[src/rtl/noise_generator_lfsr.sv]
// noise_generator_lfsr: multi-channel audio noise source.
// Each sample strobe produces one signed sample per channel. The modes are
// off, 3-bit sawtooth, and per-channel decorrelated Galois LFSR white noise.
// Amplitude is set by an arithmetic right shift. The LFSRs can be reseeded.
// Optional build macro NOISE_TPDF_EN: in LFSR mode each channel outputs the
// average of its current and previous sample, which gives triangular-PDF noise.
module noise_generator_lfsr #(
    parameter int unsigned       DATA_W     = 24,
    parameter int unsigned       LFSR_W     = 16,
    parameter int unsigned       CHANNELS   = 2,
    parameter int unsigned       SAW_SHIFT  = 11,
    parameter logic [LFSR_W-1:0] RESET_SEED = 16'hACE1
) (
    input  logic                       clk,
    input  logic                       reset,
    input  logic                       enable,
    input  logic [1:0]                 mode,
    input  logic [4:0]                 amp_shift,
    input  logic                       seed_load,
    input  logic [LFSR_W-1:0]          seed,
    output logic [CHANNELS*DATA_W-1:0] Q,
    output logic                       q_valid
);

    typedef enum logic [1:0] {
        MODE_OFF  = 2'b00,
        MODE_SAW  = 2'b01,
        MODE_LFSR = 2'b10,
        MODE_RSVD = 2'b11
    } mode_e;

    localparam logic [LFSR_W-1:0] TAP_MASK = LFSR_W'(16'hB400);

    // Rotate left by c positions. Each channel starts from a rotated copy of
    // the seed so that the channels are decorrelated.
    function automatic logic [LFSR_W-1:0] rotl(input logic [LFSR_W-1:0] v,
                                               input int unsigned c);
        logic [LFSR_W-1:0] r;
        r = '0;
        for (int unsigned i = 0; i < LFSR_W; i++) begin
            r[(i + c) % LFSR_W] = v[i];
        end
        return r;
    endfunction

    // Galois right-shift step. A nonzero state never maps to zero.
    function automatic logic [LFSR_W-1:0] lfsr_step(input logic [LFSR_W-1:0] s);
        return (s >> 1) ^ (s[0] ? TAP_MASK : '0);
    endfunction

    logic [LFSR_W-1:0]          r_lfsr [CHANNELS];
    logic [2:0]                 r_saw;
    logic [CHANNELS*DATA_W-1:0] r_q;
    logic                       r_valid;
`ifdef NOISE_TPDF_EN
    logic signed [DATA_W-1:0]   r_prev [CHANNELS];
`endif

    mode_e                    w_mode;
    logic [LFSR_W-1:0]        w_seed_eff;
    logic signed [DATA_W-1:0] w_saw_ext;
    logic signed [DATA_W-1:0] w_cur [CHANNELS];
    logic signed [DATA_W-1:0] w_raw [CHANNELS];
    logic signed [DATA_W-1:0] w_out [CHANNELS];

    assign w_mode     = mode_e'(mode);
    assign w_seed_eff = (seed == '0) ? RESET_SEED : seed;

    // Raw and attenuated sample per channel, computed from the current state.
    always_comb begin
        w_saw_ext = {{(DATA_W-3){r_saw[2]}}, r_saw} << SAW_SHIFT;
        for (int unsigned c = 0; c < CHANNELS; c++) begin
            w_cur[c] = DATA_W'(r_lfsr[c]) << (DATA_W - LFSR_W);
            case (w_mode)
                MODE_SAW:  w_raw[c] = w_saw_ext;
`ifdef NOISE_TPDF_EN
                MODE_LFSR: w_raw[c] = (w_cur[c] >>> 1) + (r_prev[c] >>> 1);
`else
                MODE_LFSR: w_raw[c] = w_cur[c];
`endif
                default:   w_raw[c] = '0;
            endcase
            w_out[c] = w_raw[c] >>> amp_shift;
        end
    end

    // State update. Reset has the highest priority, then seed reload, then the strobe.
    always_ff @(posedge clk) begin
        if (reset) begin
            r_q     <= '0;
            r_valid <= 1'b0;
            r_saw   <= '0;
            for (int unsigned c = 0; c < CHANNELS; c++) begin
                r_lfsr[c] <= rotl(RESET_SEED, c);
`ifdef NOISE_TPDF_EN
                r_prev[c] <= '0;
`endif
            end
        end else if (seed_load) begin
            r_valid <= 1'b0;
            for (int unsigned c = 0; c < CHANNELS; c++) begin
                r_lfsr[c] <= rotl(w_seed_eff, c);
`ifdef NOISE_TPDF_EN
                r_prev[c] <= '0;
`endif
            end
        end else if (enable) begin
            r_valid <= 1'b1;
            r_saw   <= r_saw + 3'd1;
            for (int unsigned c = 0; c < CHANNELS; c++) begin
                r_q[c*DATA_W +: DATA_W] <= w_out[c];
                r_lfsr[c]               <= lfsr_step(r_lfsr[c]);
`ifdef NOISE_TPDF_EN
                r_prev[c]               <= w_cur[c];
`endif
            end
        end else begin
            r_valid <= 1'b0;
        end
    end

    assign Q       = r_q;
    assign q_valid = r_valid;

endmodule
[config.mk]
export PLATFORM = sky130hd
export DESIGN_NAME = noise_generator_lfsr
export DESIGN_NICKNAME = d
export VERILOG_FILES = /design/src/rtl/noise_generator_lfsr.sv
export SDC_FILE = /design/constraint.sdc
export NUM_CORES = 1
export LEC_CHECK = 0
export CORE_MARGIN = 3
export CORE_UTILIZATION = 55
export DETAILED_ROUTE_END_ITERATION = 6
export PLACE_DENSITY = 0.79
export SETUP_SLACK_MARGIN = 0.3
export SLEW_MARGIN = 40
export SYNTH_ARGS = -nofsm -noshare
export SYNTH_HDL_FRONTEND = slang
export SYNTH_SLANG_ARGS = --single-unit
[constraint.sdc]
create_clock -name clk -period 6.5 [get_ports clk]
set_input_delay 1.3 -clock clk [delete_from_list [all_inputs] [get_ports clk]]
set_output_delay 1.3 -clock clk [all_outputs]
set_load 0.005 [all_outputs]
==> metrics <==
average size of a mapped cell 8.13 um^2; max-cap violation count 0; Tot Pwr 0.00131 W; CP max-delay cell ha_1; mapped cell area 5870 um^2; synth top area cells dfxtp_1, edfxtp_1, nor2_1, a21oi_1, nand2_1; Chip Width 109 um; layout cells sized above 1 9.76%; CP Class input port to flip-flop; HP Class flip-flop to flip-flop; most frequent cell after synthesis nor2_1; cell internal pwr 0.000894 W; status finished, final reports clean; WL/cell 23.8 um; global-route wire length before repair 33.1 mm; number of synthesized flops with an enable pin 32; final hold vios 0; capture point of the worst reg-to-reg path Q[33]; endpoint class of the critical path flip-flop; post-DP HPWL 15.1 mm; RePlAce Congestion 0.991; CP Launch Type input port; Hold Path Sink Q[47]; CTS tree built; largest fanout on the critical path 21; largest net degree at the start of global routing 46; GRT Util Overall 36.7%; peak ir drop on the vdd network 0.000134 V; Crit path max-delay family compound AO/OA/AOI/OAI gates; final setup TNS 0 ns; DR vias/cell 7.00; initial antenna violation count 0; Fmax 0.251 GHz; Worst-Margin Slew 0.792 ns; min Tclk post-route 3.98 ns; WL final 21.2 mm; Clock power frac 29.4%; post-synthesis instance total 722; root buf cell clkbuf_8; Clock Path Buffers 2; total die area 11900 um^2; post-cts sizing count 0; Post-CTS Setup Bufs 0; setup slack after layout 2.52 ns; Mapped Nets 752; Yosys cell types 75; Residual DRC 0; flops & latches, synth 84; Syn. warnings 0; pre-CTS setup slack 2.12 ns; # setup viols final 0; DIE HEIGHT 109 um; async set-reset flop share out of synthesis 0%; length in cells of the worst reg-to-reg path 5; Hold-fix buffers, CTS 0; dominant cell type by area after synthesis dfxtp_1; critical path's largest stage delay 0.66 ns; CP Cell Sequence clkdlybuf4s50_1 -> inv_1 -> ha_1 -> and2_1 -> a21oi_1 -> a211oi_2 -> a2111oi_1 -> a2111oi_2; buffers and inverters on the worst path 2; gr ovfl total 0; Final Cycle Share 61.3%; Clock Skews 0.00794 ns; top_reg_cell synth dfxtp_1; row cnt 37; H-Tree Level Count 3; TritonCTS buffer count 9; vias 6254; leakage 2.35 nW; power share of the combinational group 24.0%; clk_lat worst skew 0.36 ns; CTS Sinks 84; Core Util, Final 65.5%; register area share after synthesis 34.1%; drt initial violations 912; Critical path origin mode[1]; Req. time, crit path 6.77 ns; # IOs 76; Worst slew margin 47.2%; share of the synthesized area in the top cell type 17.7%; Reg clk slew, reported paths 0.08 ns; R2R Setup Slk 3.86 ns; starting density of the core 56.6%; synth cell count leaders nor2_1, a21oi_1, nand2_1; RSZ-0062 raised after global routing false; Placed Area 6590 um^2; Power Dens Cells 193 nW/um^2; area delta synth->final 15.8%; register share of total power 46.7%; Net Sw Power 0.000418 W; Net Sw Frac 31.9%; Worst Path Arrival 4.25 ns; hold path cells 2; Hold Startpoint Q[47]; Port Buffers 75; design area 6800 um^2; number of global-route vias before repair 5927; Core Region 10400 um^2; NumNets Final 783; reg2reg start r_saw[2]; pins over their slew limit 0; Pre-antenna DRT Iters 7; antenna cells 0; post-route ant nets 0
-- state kept, by name (all words and copies together) (netlist names) --
| signal | count |
|---|---|
| r_saw | 3 |
| r_lfsr | 32 |
| q_valid | 1 |
| Q | 48 |
-- layout make-up --
type	count	area, um^2
fillers	925	3570
multi-input cells	559	3520
flip-flops and latches	84	2000
repair buffers	89	873
well taps	136	170
clock buffers	11	141
clock inverters	5	51.3
inverters	10	37.5
-- metrics by stage --
step	std cells	hold WS, ns
after floorplan	722	0.445
after global placement	877	0.442
after detailed placement	878	0.450
after CTS	894	0.459
after global routing	894	0.487
final	894	0.456
-- routing by layer --
metal,global-route usage [%],wire [um],up-vias
li1,-,-,2770
met1,51.2,8860,2981
met4,16.7,738,0
met2,54.9,9360,443
met5,0,0,-
met3,7.28,2280,60
-- how the worst max path moves through the flow --
stage	slack, ns	to	cells after the start
6_report	2.52	Q[33]	8
3_3_place_gp	2.18	Q[38]	7
5_1_grt	2.37	Q[41]	8
3_5_place_dp	2.12	Q[38]	7
2_1_floorplan	3.53	Q[33]	7
4_1_cts	2.50	Q[38]	8
-- layout by cell type, fill, tap and decap left out, types with 14 or more instances in the layout --
cell / synthesis / layout
o21ai_0: 36 / 36
o21ai_1: 14 / 14
nor3_1: 18 / 18
nand3_1: 16 / 16
edfxtp_1: 32 / 32
nor2_1: 102 / 101
buf_4: 3 / 14
dfxtp_1: 52 / 52
a211oi_1: 14 / 14
nand2_1: 68 / 68
clkdlybuf4s50_1: 0 / 74
a21oi_1: 70 / 70
-- power groups by stage --
stage	clock (W)	combinational [W]	sequential [W]
after floorplan	0	0.000191	0.000613
after global placement	0	0.000299	0.000623
after detailed placement	0	0.000303	0.000624
after CTS	0.000388	0.000305	0.000612
after global routing	0.000408	0.000336	0.000617
final	0.000385	0.000315	0.000613
-- worst register-to-register path, cell delays in order (launching register included) --
cell	delay, ns
dfxtp_1	0.75
and2_1	0.58
a21oi_1	0.17
a211oi_2	0.51
a2111oi_1	0.19
a2111oi_2	0.36
-- logic make-up (layout without fill, tap and decap cells) --
logic type | after synthesis | after routing | synth area share [%]
compound gates | 260 | 260 | 31.1
xor+xnor | 8 | 8 | 1.19
fa+ha+maj | 3 | 3 | 0.640
buf+inv | 79 | 115 | 6.23
flops | 84 | 84 | 34.1
mux | 34 | 34 | 6.97
simple gates | 254 | 254 | 19.7
Note: power is estimated with default switching activity, not from simulation.
